--- config.mk ---
export PLATFORM = sky130hd
export DESIGN_NAME = phys_free_list
export DESIGN_NICKNAME = d
export VERILOG_FILES = /design/src/rtl/phys_free_list.sv
export SDC_FILE = /design/constraint.sdc
export NUM_CORES = 1
export LEC_CHECK = 0
export CAP_MARGIN = 20
export CORE_UTILIZATION = 63
export CTS_CLUSTER_SIZE = 40
export DETAILED_ROUTE_END_ITERATION = 10
export PLACE_DENSITY = 0.86
export SETUP_SLACK_MARGIN = 0.2
export SYNTH_ARGS = -nofsm -noshare
export SYNTH_HDL_FRONTEND = slang
export SYNTH_SLANG_ARGS = --single-unit
--- constraint.sdc ---
create_clock -name clk -period 19.66 [get_ports clk]
set_input_delay 5.898 -clock clk [delete_from_list [all_inputs] [get_ports clk]]
set_output_delay 5.898 -clock clk [all_outputs]
set_load 0.02 [all_outputs]
--- src/rtl/phys_free_list.sv ---
`timescale 1ns/1ps
// ---------------------------------------------------------------------------
// phys_free_list
//
// Circular FIFO of free physical register numbers used by the rename stage.
// Rename takes destination pregs from the head; commit returns each
// instruction's previous mapping at the tail. The head pointer doubles as
// the free-list checkpoint stored with every branch. On mispredict recovery
// the head is rewound to that checkpoint, which reclaims every preg handed
// out on the wrong path without touching the stored entries.
//
// Parameters
//   PHYS_REG_BITS    width of a preg number and of the list pointers
//   NUM_ARCH_REGS    pregs 0..NUM_ARCH_REGS-1 hold the initial mappings
//                    and never start out free
//
// Ports
//   clk               clock
//   rst               asynchronous, active-high reset
//   alloc_req         rename consumes alloc_prd this cycle
//   alloc_valid       list non-empty, alloc_prd is meaningful
//   alloc_prd         preg at the head
//   free_en           commit returns a preg this cycle
//   free_prd          preg being returned (previous mapping)
//   restore_en        mispredict recovery, rewind the head
//   restore_head_ptr  checkpointed head to rewind to
//   ckpt_head_ptr     current head, captured by rename as a checkpoint
//   free_count        number of free pregs held
//   empty             free_count == 0
//   overflow_err      sticky: a free was dropped because the list was full
// ---------------------------------------------------------------------------
module phys_free_list #(
  parameter int PHYS_REG_BITS = 6,
  parameter int NUM_ARCH_REGS = 32
) (
  input  logic                     clk,
  input  logic                     rst,
  input  logic                     alloc_req,
  output logic                     alloc_valid,
  output logic [PHYS_REG_BITS-1:0] alloc_prd,
  input  logic                     free_en,
  input  logic [PHYS_REG_BITS-1:0] free_prd,
  input  logic                     restore_en,
  input  logic [PHYS_REG_BITS-1:0] restore_head_ptr,
  output logic [PHYS_REG_BITS-1:0] ckpt_head_ptr,
  output logic [PHYS_REG_BITS-1:0] free_count,
  output logic                     empty,
  output logic                     overflow_err
);

  localparam int NUM_PHYS = 1 << PHYS_REG_BITS;
  localparam int CAP      = NUM_PHYS - NUM_ARCH_REGS;

  localparam logic [PHYS_REG_BITS-1:0] CAP_W = PHYS_REG_BITS'(CAP);
  localparam logic [PHYS_REG_BITS-1:0] ONE_W = PHYS_REG_BITS'(1);

  logic [PHYS_REG_BITS-1:0] r_entry [NUM_PHYS];
  logic [PHYS_REG_BITS-1:0] r_head;
  logic [PHYS_REG_BITS-1:0] r_tail;
  logic                     r_overflow;

  logic [PHYS_REG_BITS-1:0] w_count;
  logic                     w_empty;
  logic                     w_below_cap;
  logic                     w_free_nonzero;
  logic                     w_free_ok;
  logic                     w_free_drop;
  logic                     w_alloc_fire;

  // The list never holds more than CAP entries, so the modular distance
  // from head to tail is always the true occupancy, including across the
  // pointer wrap from NUM_PHYS-1 back to 0.
  assign w_count     = r_tail - r_head;
  assign w_empty     = (w_count == '0);
  assign w_below_cap = (w_count < CAP_W);

  // Preg 0 is the hardwired x0 mapping; returning it is a no-op rather
  // than an error, so it is filtered out before the capacity check.
  assign w_free_nonzero = free_en && (free_prd != '0);
  assign w_free_ok      = w_free_nonzero && w_below_cap;
  assign w_free_drop    = w_free_nonzero && !w_below_cap;

  // Restore owns the head in its cycle, so a same-cycle allocation is
  // discarded. An empty list also swallows the request even if a free
  // lands this cycle: the freed preg only shows up at the head next cycle.
  assign w_alloc_fire = alloc_req && !w_empty && !restore_en;

  // Head, tail and the sticky overflow flag. Restore rewinds the head but
  // leaves the tail alone, so a free in the same cycle still lands at the
  // old tail and is kept.
  always_ff @(posedge clk or posedge rst) begin
    if (rst) begin
      r_head     <= '0;
      r_tail     <= CAP_W;
      r_overflow <= 1'b0;
    end else begin
      if (restore_en) begin
        r_head <= restore_head_ptr;
      end else if (w_alloc_fire) begin
        r_head <= r_head + ONE_W;
      end
      if (w_free_ok) begin
        r_tail <= r_tail + ONE_W;
      end
      if (w_free_drop) begin
        r_overflow <= 1'b1;
      end
    end
  end

  // Entry storage. Reset preloads the first CAP slots with the pregs that
  // are not initial architectural mappings; the remaining slots are filled
  // by commit as the tail advances.
  always_ff @(posedge clk or posedge rst) begin
    if (rst) begin
      for (int i = 0; i < NUM_PHYS; i++) begin
        r_entry[i] <= (i < CAP) ? PHYS_REG_BITS'(NUM_ARCH_REGS + i) : '0;
      end
    end else if (w_free_ok) begin
      r_entry[r_tail] <= free_prd;
    end
  end

  assign alloc_prd     = r_entry[r_head];
  assign alloc_valid   = !w_empty;
  assign ckpt_head_ptr = r_head;
  assign free_count    = w_count;
  assign empty         = w_empty;
  assign overflow_err  = r_overflow;

endmodule

==> flow_metrics.env <==
export IMPL_synthArstFlopShare=1.00
export IMPL_wl_per_cell_microns=26.1
export IMPL_synth_top_area_frac=0.364
export IMPL_seq_power_share=0.447
export IMPL_whs_ns=0.458
export IMPL_pre_cts_ws_ns=9.41
export IMPL_cp_slowest_stage_delay_ns=0.99
export IMPL_min_period_over_period=0.550
export IMPL_vias=11600
export IMPL_hold_violations=0
export IMPL_top_usage_layer="met2"
export IMPL_nets=1326
export IMPL_comb_power_share=0.264
export IMPL_drv_cap=0
export IMPL_fmax_mhz=92.6
export IMPL_hp_class="flip-flop to flip-flop"
export IMPL_grt_met2_usage=0.461
export IMPL_die_width_microns=178
export IMPL_synth_area_sq_um=19500
export IMPL_rr_startpoint="ckpt_head_ptr[1]"
export IMPL_vias_per_cell=6.69
export IMPL_met3_usage=0.0643
export IMPL_p_leak_nw=9.69
export IMPL_fp_row_count=64
export IMPL_dieArea_sq_um=31700
export IMPL_critPathBufInv=2
export IMPL_rsz0062_at_grt="false"
export IMPL_required_ns=13.76
export IMPL_worstPathCellList="buf_4, mux4_2, a2111oi_0, o21a_1, nor3_1, a31o_2, clkdlybuf4s50_1"
export IMPL_fin_crit_ns=10.80
export IMPL_grt_pass1_wl_mm=70.9
export IMPL_tritoncts="built"
export IMPL_ioPinCount=38
export IMPL_drt_wl_total_mm=45.1
export IMPL_synthesis_nets=1328
export IMPL_syn_to_final_growth_pct=9.68
export IMPL_skew_ns=0.0158
export IMPL_track_usage=0.298
export IMPL_swShare=0.306
export IMPL_slew_headroom=0.238
export IMPL_synth_common_cells="343 x mux2_2, 284 x dfrtp_1, 113 x dfstp_2"
export IMPL_synth_flop_cell="dfrtp_1"
export IMPL_yosys_area_top_type="dfrtp_1"
export IMPL_root_buffer="clkbuf_16"
export IMPL_fin_ws_ns=8.86
export IMPL_reg2reg_depth=10
export IMPL_io_buffers=37
export IMPL_ys_ff_latch=397
export IMPL_tightest_slew_ns=1.11
export IMPL_synth_cells=1303
export IMPL_holdPathEnd="overflow_err"
export IMPL_multiInputGateArea_sq_um=8870
export IMPL_dr_pass1_iters=8
export IMPL_final_util=0.701
export IMPL_detail_route_antenna_nets=0
export IMPL_cts_buffer_depth=3
export IMPL_ys_seq_area_frac=0.517
export IMPL_outcome="finished clean"
export IMPL_globalplace_congestion=0.869
export IMPL_cts_hold_buf=0
export IMPL_cts_repair_resized=0
export IMPL_cts_buffers=41
export IMPL_grt_max_degree=123
export IMPL_start_util=0.639
export IMPL_synth_area_leaders="dfrtp_1 36%, mux2_2 20%, dfstp_2 15%"
export IMPL_clkPwrFrac=0.289
export IMPL_clkLatencyLatePin_ns=0.53
export IMPL_ir_drop_v=0.0000868
export IMPL_final_cells=1728
export IMPL_r2r_end="r_entry[369]"
export IMPL_drive_gt1_frac=0.539
export IMPL_power_switching_mw=0.814
export IMPL_p_per_area_nw_per_um2=124
export IMPL_die_h_microns=178
export IMPL_core_region_area_sq_um=30500
export IMPL_synth_cell_types=63
export IMPL_worstHoldStart="overflow_err"
export IMPL_cp_depth=7
export IMPL_cp_end_kind="output port"
export IMPL_postSynthAreaPerCell_sq_um=15.0
export IMPL_cp_max_fo=41
export IMPL_fill_cells=1960
export IMPL_fin_area_sq_um=21400
export IMPL_numClockSinks=397
export IMPL_drt_iter0_drc=925
export IMPL_grt_overflow=0
export IMPL_start_kind="flip-flop"
export IMPL_critPathSlowestCell="a2111oi_0"
export IMPL_ys_warnings_count=0
export IMPL_crit_type="flip-flop to output port"
export IMPL_synth_most_common_cell="mux2_2"
export IMPL_crit_start="ckpt_head_ptr[0]"
export IMPL_intPower_mw=1.84
export IMPL_maxSlewViolCount=0
export IMPL_cts_max_level=2
export IMPL_synth_edf_count=0
export IMPL_post_cts_buffers=0
export IMPL_grt_pass1_vias=12200
export IMPL_final_seq_area_sq_um=10100
export IMPL_ff2ff_setup_slack_ns=14.85
export IMPL_dpl_instance_area_sq_um=20000
export IMPL_route_detailed_drc=0
export IMPL_finalSetupViolCount=0
export IMPL_crit_arrival_ns=4.91
export IMPL_antenna_found_initial=1
export IMPL_clk_pin_slew_ns=0.06
export IMPL_crit_family="compound AO/OA/AOI/OAI gates"
export IMPL_dp_cells=1652
export IMPL_total_power_mw=2.66
export IMPL_dp_hpwl_mm=28.4
export IMPL_tns_ns=0
export IMPL_grt_util_met1=0.409
export IMPL_hold_depth=1
flip-flops by register name, indices dropped and copies added (netlist names):
| name | cells |
|---|---|
| ckpt_head_ptr | 6 |
| overflow_err | 1 |
| r_entry | 384 |
| r_tail | 6 |
final cells by class:
type                            count  area share
Timing Repair Buffer               62      0.0257
Sequential cell                   397       0.472
Tap cell                          396      0.0232
Clock inverter                     13     0.00538
Clock buffer                       60      0.0569
Antenna cell                        1    0.000117
Inverter                           12     0.00246
Multi-Input combinational cell    787       0.415
metal layers:
layer,vias to the layer above,part of all wire
li1,4882,-
met1,6158,0.42
met2,415,0.48
met3,110,0.066
met4,0,0.040
met5,-,0
kinds of logic after synthesis:
group           count (synthesis)  share of synthesized area
fa+ha+maj                       8                    0.00552
mux                           520                      0.346
simple gates                  158                     0.0649
xor+xnor                        9                    0.00404
buf+inv                       119                     0.0286
flops                         397                      0.517
compound gates                 92                     0.0338
cell usage in the layout, fill, tap and decap left out, types with 7 or more instances in the layout:
master           instances
mux2_2                 343
dfrtp_1                282
dfstp_2                113
mux4_2                  78
mux2i_1                 57
clkbuf_16               41
clkdlybuf4s50_1         31
nand2_1                 26
mux2_4                  24
buf_4                   22
o21ai_0                 19
nand3_1                 18
mux2_1                  18
nand3_4                 18
and3_1                  17
nor2_1                  15
nor3_1                  13
a21oi_1                 12
a2111oi_0               12
clkbuf_8                12
clkinv_2                11
nor3_4                  10
nand3_2                 10
inv_1                    8
xnor2_1                  7
ha_1                     7
clkbuf_1                 7
worst reg2reg max path, delay by kind of cell, from the launching register on:
kind,cells,cell delay [ns]
and+or+nand+nor,3,1.24
buffers and inverters,3,1.44
adders and majority gates,1,0.36
muxes,1,0.40
DFF,1,0.79
AOI/OAI and AO/OA,2,0.48
worst max-delay path by stage:
stage,endpoint,slack [ns]
finish,alloc_prd[3],8.86
global route,alloc_prd[3],8.68
CTS,alloc_prd[5],8.83
detailed placement,alloc_prd[5],9.41
global placement,alloc_prd[0],9.46
floorplan,ckpt_head_ptr[0],2.91
power groups by stage:
| stage | clock network, mW | logic (mW) | registers (mW) |
|---|---|---|---|
| 3_3_place_gp | 0 | 0.666 | 1.18 |
| 4_1_cts | 0.777 | 0.697 | 1.18 |
| 5_1_grt | 0.809 | 0.743 | 1.21 |
| 2_1_floorplan | 0 | 0.549 | 1.13 |
| 3_5_place_dp | 0 | 0.692 | 1.19 |
| 6_report | 0.768 | 0.702 | 1.19 |
No activity file was read; power rests on OpenSTA's default activity.
